### config.mk
export PLATFORM = sky130hd
export DESIGN_NAME = local_memory_arbiter
export DESIGN_NICKNAME = d
export VERILOG_FILES = /design/src/rtl/local_memory_arbiter.sv
export SDC_FILE = /design/constraint.sdc
export NUM_CORES = 1
export LEC_CHECK = 0
export CAP_MARGIN = 20
export CORE_AREA = 5 5 249 251
export CTS_BUF_LIST = sky130_fd_sc_hd__clkbuf_8
export DETAILED_ROUTE_END_ITERATION = 12
export DIE_AREA = 0 0 254 256
export GPL_TIMING_DRIVEN = 0
export SKIP_LAST_GASP = 1
export SYNTH_ARGS = -nofsm -noshare
export SYNTH_HDL_FRONTEND = slang
export SYNTH_SLANG_ARGS = --single-unit
### constraint.sdc
create_clock -name clk -period 4.1 [get_ports clk]
set_clock_uncertainty 0.15 [all_clocks]
set_input_delay 0.82 -clock clk [delete_from_list [all_inputs] [get_ports clk]]
set_output_delay 0.82 -clock clk [all_outputs]
set_load 0.05 [all_outputs]
### src/rtl/local_memory_arbiter.sv
// local_memory_arbiter: arbitrates a core-side primary port and a bus-side
// secondary port onto a banked set of 1RW+1R SRAM macros. Primary reads use
// the R port of their bank; primary writes and all secondary accesses share
// the bank's RW port, with round-robin arbitration on same-bank conflicts.
module local_memory_arbiter #(
  parameter int ADDRESS_SIZE       = 24,
  parameter int WORD_SIZE          = 32,
  parameter int SRAM_ADDRESS_SIZE  = 9,
  parameter int BLOCK_ADDRESS_SIZE = 2,
  localparam int BYTES = WORD_SIZE / 8,
  localparam int BC    = 1 << BLOCK_ADDRESS_SIZE
) (
  input  logic                           clk,
  input  logic                           rst,

  // Primary (core load/store) client
  input  logic [ADDRESS_SIZE-1:0]        pAddress,
  input  logic [BYTES-1:0]               pByteSelect,
  input  logic                           pEnable,
  input  logic                           pWriteEnable,
  input  logic [WORD_SIZE-1:0]           pDataWrite,
  output logic [WORD_SIZE-1:0]           pDataRead,
  output logic                           pBusy,

  // Secondary (bus slave) client
  input  logic [ADDRESS_SIZE-1:0]        sAddress,
  input  logic [BYTES-1:0]               sByteSelect,
  input  logic                           sEnable,
  input  logic                           sWriteEnable,
  input  logic [WORD_SIZE-1:0]           sDataWrite,
  output logic [WORD_SIZE-1:0]           sDataRead,
  output logic                           sBusy,

  // SRAM macro clocks
  output logic                           clk0,
  output logic                           clk1,

  // Per-bank RW ports
  output logic [BC-1:0]                  csb0,
  output logic [BC-1:0]                  web0,
  output logic [BC*BYTES-1:0]            wmask0,
  output logic [BC*SRAM_ADDRESS_SIZE-1:0] addr0,
  output logic [BC*WORD_SIZE-1:0]        din0,
  input  logic [BC*WORD_SIZE-1:0]        dout0,

  // Per-bank R ports with a shared address
  output logic [BC-1:0]                  csb1,
  output logic [SRAM_ADDRESS_SIZE-1:0]   addr1,
  input  logic [BC*WORD_SIZE-1:0]        dout1
);

  // Byte offset bits below the word index, bank-index width (at least one
  // bit so the signal exists when there is a single bank), word-index width.
  localparam int OFS = $clog2(BYTES);
  localparam int BW  = (BLOCK_ADDRESS_SIZE > 0) ? BLOCK_ADDRESS_SIZE : 1;
  localparam int IW  = SRAM_ADDRESS_SIZE + BLOCK_ADDRESS_SIZE;

  // Which client won the most recent same-bank conflict.
  typedef enum logic {
    WIN_PRIMARY   = 1'b0,
    WIN_SECONDARY = 1'b1
  } winner_t;

  // Address decode
  logic [IW-1:0]                pIndex, sIndex;
  logic [SRAM_ADDRESS_SIZE-1:0] pWord, sWord;
  logic [BW-1:0]                pBank, sBank;
  logic                         pValid, sValid;

  // Byte-offset bits carry no information for word accesses; folding the
  // full buses here keeps every address bit accounted for.
  logic unusedAddressBits;
  assign unusedAddressBits = ^{pAddress, sAddress};

  assign pIndex = pAddress[IW+OFS-1:OFS];
  assign sIndex = sAddress[IW+OFS-1:OFS];
  assign pWord  = pIndex[SRAM_ADDRESS_SIZE-1:0];
  assign sWord  = sIndex[SRAM_ADDRESS_SIZE-1:0];

  // A request is valid only when every address bit above the word index is 0.
  assign pValid = pEnable && ((pAddress >> (IW + OFS)) == '0);
  assign sValid = sEnable && ((sAddress >> (IW + OFS)) == '0);

  generate
    if (BLOCK_ADDRESS_SIZE > 0) begin : gBankDecode
      assign pBank = pIndex[IW-1:SRAM_ADDRESS_SIZE];
      assign sBank = sIndex[IW-1:SRAM_ADDRESS_SIZE];
    end else begin : gSingleBank
      assign pBank = 1'b0;
      assign sBank = 1'b0;
    end
  endgenerate

  // Completion and arbitration state
  logic    pDone, sDone;
  winner_t lastWinner;

  // Datapath capture taken at issue, consumed in the done cycle
  logic [BW-1:0]    pBankReg, sBankReg;
  logic [BYTES-1:0] pSelReg, sSelReg;
  logic             pFromRw;

  // Issue decisions
  logic pReadIssue, pWriteEligible, sEligible, conflict;
  logic pWins, sWins, pIssue, sIssue;

  // Eligibility: a client whose done flag is up sits out that cycle, so a
  // held request never issues twice. Nothing issues while rst is high.
  assign pReadIssue     = !rst && pValid && !pWriteEnable && !pDone;
  assign pWriteEligible = !rst && pValid &&  pWriteEnable && !pDone;
  assign sEligible      = !rst && sValid && !sDone;

  // Each client targets a single bank, so at most one bank can see a conflict.
  assign conflict = pWriteEligible && sEligible && (pBank == sBank);

  // On a conflict the client that lost the previous conflict goes first.
  assign pWins  = pWriteEligible && (!conflict || (lastWinner == WIN_SECONDARY));
  assign sWins  = sEligible      && (!conflict || (lastWinner == WIN_PRIMARY));
  assign pIssue = pReadIssue || pWins;
  assign sIssue = sWins;

  // Busy until the done cycle; forced low during reset.
  assign pBusy = !rst && pValid && !pDone;
  assign sBusy = !rst && sValid && !sDone;

  // Macros are clocked straight from the arbiter clock.
  assign clk0 = clk;
  assign clk1 = clk;

  // Drive the RW port of each bank from its granted client, and the R port
  // of the bank hit by a primary read.
  always_comb begin
    // NOTE: every output of this block gets a default before any branch, so
    // no path leaves a bit unassigned and no latch is inferred.
    csb0   = '1;
    web0   = '1;
    wmask0 = '0;
    addr0  = '0;
    din0   = '0;
    csb1   = '1;
    addr1  = '0;
    for (int b = 0; b < BC; b++) begin
      if (pWins && (pBank == BW'(b))) begin
        csb0[b]                                        = 1'b0;
        web0[b]                                        = 1'b0;
        wmask0[b*BYTES +: BYTES]                       = pByteSelect;
        addr0[b*SRAM_ADDRESS_SIZE +: SRAM_ADDRESS_SIZE] = pWord;
        din0[b*WORD_SIZE +: WORD_SIZE]                 = pDataWrite;
      end else if (sWins && (sBank == BW'(b))) begin
        csb0[b]                                        = 1'b0;
        web0[b]                                        = !sWriteEnable;
        wmask0[b*BYTES +: BYTES]                       = sByteSelect;
        addr0[b*SRAM_ADDRESS_SIZE +: SRAM_ADDRESS_SIZE] = sWord;
        din0[b*WORD_SIZE +: WORD_SIZE]                 = sDataWrite;
      end
      if (pReadIssue && (pBank == BW'(b))) begin
        csb1[b] = 1'b0;
      end
    end
    if (pReadIssue) begin
      addr1 = pWord;
    end
  end

  // Done flags pulse for one cycle after issue; lastWinner moves only on a conflict.
  always_ff @(posedge clk) begin
    // NOTE: state registers use non-blocking assignments so every flop
    // samples pre-edge values regardless of statement order.
    if (rst) begin
      pDone      <= 1'b0;
      sDone      <= 1'b0;
      lastWinner <= WIN_SECONDARY;
    end else begin
      pDone <= pIssue;
      sDone <= sIssue;
      if (conflict) begin
        lastWinner <= pWins ? WIN_PRIMARY : WIN_SECONDARY;
      end
    end
  end

  // Capture bank, byte select and source port of each issued access.
  always_ff @(posedge clk) begin
    // NOTE: these capture registers are left unreset on purpose; they are
    // only read while a done flag is set, and done flags are reset.
    if (pIssue) begin
      pBankReg <= pBank;
      pSelReg  <= pByteSelect;
      pFromRw  <= pWriteEnable;
    end
    if (sIssue) begin
      sBankReg <= sBank;
      sSelReg  <= sByteSelect;
    end
  end

  // Return masked macro data in the done cycle, all ones otherwise.
  always_comb begin
    logic [WORD_SIZE-1:0] pSrc;
    logic [WORD_SIZE-1:0] sSrc;
    pSrc      = '0;
    sSrc      = '0;
    pDataRead = '1;
    sDataRead = '1;
    for (int b = 0; b < BC; b++) begin
      if (pBankReg == BW'(b)) begin
        pSrc = pFromRw ? dout0[b*WORD_SIZE +: WORD_SIZE] : dout1[b*WORD_SIZE +: WORD_SIZE];
      end
      if (sBankReg == BW'(b)) begin
        sSrc = dout0[b*WORD_SIZE +: WORD_SIZE];
      end
    end
    if (pDone && !rst) begin
      for (int i = 0; i < BYTES; i++) begin
        if (pSelReg[i]) begin
          pDataRead[i*8 +: 8] = pSrc[i*8 +: 8];
        end
      end
    end
    if (sDone && !rst) begin
      for (int i = 0; i < BYTES; i++) begin
        if (sSelReg[i]) begin
          sDataRead[i*8 +: 8] = sSrc[i*8 +: 8];
        end
      end
    end
  end

endmodule
==> impl_results.md, run 1 <==
- Clock-pin slew on the worst setup and hold paths: 70 ps
- CP top delay family: buffers and inverters
- Final core occ: between 30% and 40%
- IO Count: around 650
- Most frequent cells in the layout: clkdlybuf4s50_1, nand2_1, nand4_1
- Failing checks: negative setup slack
- Initial core utilization: ~15%
- Unrepaired setup endpoints after global routing: true
- Layout cells sized above 1: 38.2%
- Setup WS post-layout: -3.93 ps
- Synth area leader: o32ai_2
- Hold path cells: 2
- Post-Syn Area: roughly 8900 um2
- CTS tree: yes
- Met3 Use GR: under 10%
- Rows: 90
- Synth Warn #: 0
- VDD IR max: 0.000415 V
- CP Capture Type: primary output
- # nets final: 2148
- DIE HEIGHT: between 200 and 300 um
- Crit-path max FO: 10
- Yosys reg bits: 16
- Slew Viols, Final: 0
- Worst min-delay path class: register to register
- Reg-to-reg endpoint: sSelReg[1]$_DFFE_PN_
- Hold path start: lastWinner$_SDFFE_PP1N_
- Asr flop ratio synth: 0%
- Seq/Total Area, Yosys: 5.04%
- Crit path launch type: input pin
- Detailed Route WL: 88.1 mm
- Routed WL per cell: ~34 um
- Drt first pass iters: 5
- Critical path's largest stage delay: 480 ps
- CORE AREA: 59700 um2
- WP data required: 3130 ps
- Total power divided by cell area: 77.2 nW/um2
- Wire length of the first global-routing pass: 117 mm
- Distinct cell type count after synthesis: 44
- Tmin final: 4100 ps
- Non-filler cells, final: 2558
- Syn nets: 1468
- Post-CTS Hold Buffers: 0
- M2 GR Usage: 45.6%
- Syn_area_per_cell: 8.23 um2
- Grt ovf: 0
- Max cap viols: 0
- Layout area overhead: 106%
- Worst-margin pin slew: roughly 1000 ps
- Top post-synthesis cells by area: o32ai_2, mux4_2, nand4_1
- Setup Crit Path Kind: input pin to primary output
- Vias in the first global route: between 10k and 15k
- Post-route ant nets: 0
- Crit path top cell by count: clkbuf_2
- GP Congestion: 1.03
- Slowest stage cell, crit path: clkdlybuf4s50_1
- PortBufs: 646
- Crit. Startpoint: sAddress[12]
- Clock latency on the worst-skew pair: 370 ps
- WHS Endpoint: lastWinner$_SDFFE_PP1N_
- Cell count after synthesis: 1086
- Critical Path AT: 3130 ps
- DRC Markers: 0
- Vias: roughly 14k
- Die W: 254 um
- Final Hold Slack: 562 ps
- Initial DRC count: 1334
- Top_reg_cell synth: edfxtp_1
- Worst-path cell chain: clkdlybuf4s50_1, clkbuf_4, clkbuf_2, clkbuf_2, nand4_1, o32ai_2, buf_6
- Final setup viols: 1
- LEAKAGE: roughly 6 nW
- Buf/Inv on CP: 5
- Initial antenna violation count: 15
- Fin area: 18400 um2
- Placed cell areas: 16400 um2
- R2r worst-path depth: 5
- Post-synth EDFFs: 13
- Top cell type's share of synthesized area: 18.2%
- FMAX: 244 MHz
- Vias/cell: 5.58
- Slew HR: 31.4%
- Status: complete, but fails checks
- Pin count of the biggest net entering global routing: 11
- GRT Util Overall: 24.9%
- Cells after DPL: 2514
- Critical R2R Launch: pDone$_SDFF_PP0_
- Flop2flop setup slack: 1690 ps
- HPWL after DPL: 72.1 mm
- Most common cell after layout, fill and taps aside: clkdlybuf4s50_1
- Die area: 65000 um2
- Hold Fails Final Rpt: 0
- GRT Max-Usage Layer: met2
- Period utilisation layout: 100%
- Routing usage on met1: 26.4%
[worst min-delay path, stage by stage (launching register included)]
cell and delay, ps:
dfxtp_1 450, nor2_1 150, mux2i_1 70
[how the worst max path moves through the flow]
| stage | depth (start not counted) | to | slack, ps |
|---|---|---|---|
| final | 7 | din0[64] | -4 |
| after global routing | 10 | din0[32] | -40 |
| after CTS | 9 | din0[0] | -90 |
| after detailed placement | 7 | din0[32] | -1650 |
| after global placement | 9 | din0[87] | -1580 |
| after floorplan | 6 | addr0[0] | -30 |
[cell usage after synthesis, types with 2 or more instances]
cell / number
a32oi_1: 8
buf_6: 21
or3_1: 18
nor4b_2: 2
inv_1: 2
nand4_1: 180
o32ai_2: 100
a211oi_4: 4
o32ai_1: 80
and2_1: 5
inv_2: 3
nor4_1: 3
nor2b_1: 5
a221oi_1: 16
edfxtp_1: 13
o211ai_1: 4
buf_4: 7
nand2_1: 208
nor2_1: 25
xnor2_1: 2
and4_1: 2
and3_1: 9
o21ai_0: 16
mux2i_1: 49
a22oi_1: 16
dfxtp_1: 3
buf_2: 36
a21oi_1: 16
mux4_2: 64
clkbuf_1: 107
o41a_1: 2
nor3_1: 6
clkinv_1: 2
buf_1: 10
or2_2: 33
[repair_timing]
item | 4_1_cts | 5_1_grt
resized for setup | 1517 | 244
setup endpoints to repair | 267 | 211
pin swaps | 18 | 17
cloned | 1 | 3
setup buffers | 20 | 7
[sequential cells by signal, summed over array words and instances, names as in the netlist]
register	flops
lastWinner	1
pFromRw	1
pBankReg	2
sBankReg	2
sDone	1
sSelReg	4
pSelReg	4
pDone	1
[area by class of cell]
cell class	count	area, um2
Antenna cell	11	27.5
Buffer	175	1330
Clock buffer	10	130
Fill cell	6326	41300
Inverter	7	33.8
Multi-Input combinational cell	882	8810
Sequential cell	16	450
Tap cell	782	978
Timing Repair Buffer	675	6620
[kinds of logic after synthesis]
| kind of cell | Yosys count | synth area share (%) |
|---|---|---|
| AND/OR/NAND/NOR | 505 | 29.7 |
| multiplexers | 113 | 21.6 |
| buffers and inverters | 188 | 10.5 |
| AO/OA/AOI/OAI | 262 | 33.0 |
| flip-flops | 16 | 5.04 |
| XOR/XNOR | 2 | 0.196 |
[through the flow]
| step | setup TNS, ps | worst slack [ps] | power [mW] |
|---|---|---|---|
| floorplan | -2160 | -27.0 | 0.486 |
| global placement | -299290 | -1580 | 1.10 |
| detailed placement | -302420 | -1650 | 1.10 |
| CTS | -228 | -91.4 | 1.40 |
| global route | -383 | -40.4 | 1.47 |
| finish | -3.93 | -3.93 | 1.42 |
[per-layer routing]
metal	vias to the layer above	share of wire, %
met2	1107	51
met3	221	9.7
met5	-	0.015
li1	5860	-
met4	2	5.7
met1	7085	33
[report_power, final]
| group | total (mW) | switching, mW | internal, mW |
|---|---|---|---|
| clock network | 0.401 | 0.176 | 0.225 |
| logic | 0.843 | 0.419 | 0.424 |
| registers | 0.175 | 0.0000206 | 0.175 |
| total | 1.42 | 0.595 | 0.825 |
(Power assumes the default switching activity.)
==> run 2, diff against run 1 <==
CTS_CLUSTER_DIAMETER = 30   (was not set)
SKIP_CTS_REPAIR_TIMING = 1   (was not set)
==> run 2 against run 1 <==
Net effect: the flow still finishes with violations (negative setup slack); fmax down 2.0%; combinational power shrank 1%; global-route usage is 0.28 points lower; sequential cell count is the same; clock-buffer cell count is the same; core utilization is 0.90 points lower; via count fell by 0.93%; sequential power is essentially flat; register-to-register slack gained 100 ps; non-clock buffer count fell by 11; critical path depth is 2 higher.
==> impl_results.md, run 2 (synthesis gave the netlist of run 1 again) <==
- Status: complete, but fails checks
- Failing checks: negative setup slack
- Initial core utilization: 15.0% (unchanged)
- GP Congestion: 1.03 (unchanged)
- Hold Fails Final Rpt: 0 (unchanged)
- Grt ovf: 0 (unchanged)
- Placed cell areas: 16400 um2 (unchanged)
- Slew Viols, Final: 0 (unchanged)
- Die area: 65000 um2 (unchanged)
- R2r worst-path depth: 5 (unchanged)
- Drt first pass iters: 6 (+1)
- Max cap viols: 0 (unchanged)
- DRC Markers: 0 (unchanged)
- Post-route ant nets: 0 (unchanged)
- Filler instances: 6386 (+0.95%)
- Vias/cell: 5.55 (-0.46%)
- Rows: 90 (unchanged)
- Hold path start: lastWinner$_SDFFE_PP1N_
- Layout area overhead: 99.7%
- Die W: 254 um (unchanged)
- Final Hold Slack: 559 ps (-3.32 ps)
- Vias in the first global route: 14.3k (-1.9%)
- Unrepaired setup endpoints after global routing: true
- Initial DRC count: 1240 (-7.0%)
- Crit path launch type: input pin
- Setup Crit Path Kind: input pin to primary output
- WHS Endpoint: lastWinner$_SDFFE_PP1N_
- HPWL after DPL: 72.1 mm (unchanged)
- FMAX: 239 MHz (-2.0%)
- IO Count: 651 (unchanged)
- DIE HEIGHT: 256 um (unchanged)
- Most frequent cells in the layout: clkdlybuf4s50_1, nand2_1, nand4_1
- Pin count of the biggest net entering global routing: 11 (unchanged)
- Hold path cells: 2 (unchanged)
- Vias: 14.1k (-0.93%)
- Tmin final: 4190 ps (+83.6 ps)
- Slew HR: 43.3% (+12 points)
- Fin area: 17800 um2 (-2.9%)
- GRT Util Overall: 24.6% (-0.28 points)
- Multi-input gate area: 8480 um2 (-3.8%)
- Critical R2R Launch: pDone$_SDFF_PP0_
- Final core occ: 29.9% (-0.90 points)
- CTS tree: yes
- Top Registers: pSelReg: 4 flops, sSelReg: 4 flops
- Total power divided by cell area: 78.9 nW/um2 (+2.2%)
- Setup WS post-layout: -87.6 ps (-83.6 ps)
- Layout cells sized above 1: 35.9% (-2.3 points)
- Clock-pin slew on the worst setup and hold paths: 70 ps (about the same)
- CP Capture Type: primary output
- WP data required: 3130 ps (about the same)
- Sequential cell area: 450 um2 (unchanged)
- Crit-path max FO: 10 (unchanged)
- VDD IR max: 0.000405 V (-2.5%)
- Final setup viols: 7 (+6)
- Flop2flop setup slack: 1790 ps (+100 ps)
- Worst-margin pin slew: 851 ps (-179 ps)
- Total power: 1.41 mW (-0.76%)
- Initial antenna violation count: 17 (+2)
- LEAKAGE: 6.00 nW (about the same)
- # nets final: 2137 (-0.51%)
- Most common cell after layout, fill and taps aside: clkdlybuf4s50_1
- Detailed Route WL: 87.2 mm (-1.1%)
- Reg-to-reg endpoint: pSelReg[1]$_DFFE_PP_
- CORE AREA: 59700 um2 (unchanged)
- Worst min-delay path class: register to register
- Placement Setup Slack: -1650 ps (unchanged)
- PortBufs: 646 (unchanged)
- Wire length of the first global-routing pass: 116 mm (-1.3%)
- Critical Path AT: 3220 ps (+90 ps)
- Routed WL per cell: 34.2 um (-0.64%)
- Period utilisation layout: 102% (+2.0 points)
- Clock latency on the worst-skew pair: 370 ps (about the same)
[run 2: how the worst max path moves through the flow]
stage                                from            end  cells past startpoint
floorplan                    pAddress[18]       addr0[0]                      6
global placement             sAddress[11]       din0[87]                      9
detailed placement           sAddress[11]       din0[32]                      7
CTS                          sAddress[11]       din0[32]                      7
global route        pBankReg[1]$_DFFE_PP_  pDataRead[20]                      8
finish                       pAddress[23]       din0[32]                      9
[run 2: final cells by class]
| class | count | area share, % |
|---|---|---|
| clock buffers | 10 | 0.729 |
| plain buffers | 175 | 6.85 |
| well taps | 782 | 5.48 |
| repair buffers | 664 | 36.6 |
| multi-input cells | 882 | 47.5 |
| diodes | 10 | 0.140 |
| flip-flops and latches | 16 | 2.52 |
| inverters | 7 | 0.175 |
[run 2: critical path, stage by stage]
cell	delay [ps]
clkdlybuf4s50_1	450
nor4b_4	380
nand4_4	180
inv_2	150
nand2_4	170
buf_8	230
buf_6	180
o32ai_2	270
buf_2	360
[run 2: stage by stage]
step	TNS, ps	cells
2_1_floorplan	-2160	1086
3_3_place_gp	-299290	2514
3_5_place_dp	-302420	2514
4_1_cts	-305400	2522
5_1_grt	-2670	2546
6_report	-264	2546
[run 2: power by group]
part           switching [mW]  internal [mW]  total (mW)
sequential          0.0000206          0.175       0.175
combinational           0.410          0.424       0.834
clock                   0.174          0.225       0.399
total                   0.585          0.824        1.41
[run 2: routing by layer]
| metal | vias up | part of all wire, % | wire (um) | global-route usage [%] |
|---|---|---|---|---|
| li1 | 5821 | - | - | - |
| met1 | 7005 | 34 | 29300 | 26.3 |
| met2 | 1074 | 51 | 44700 | 45.3 |
| met3 | 238 | 9.4 | 8190 | 5.83 |
| met4 | 4 | 5.6 | 4910 | 11.6 |
| met5 | - | 0.024 | 21 | 0 |
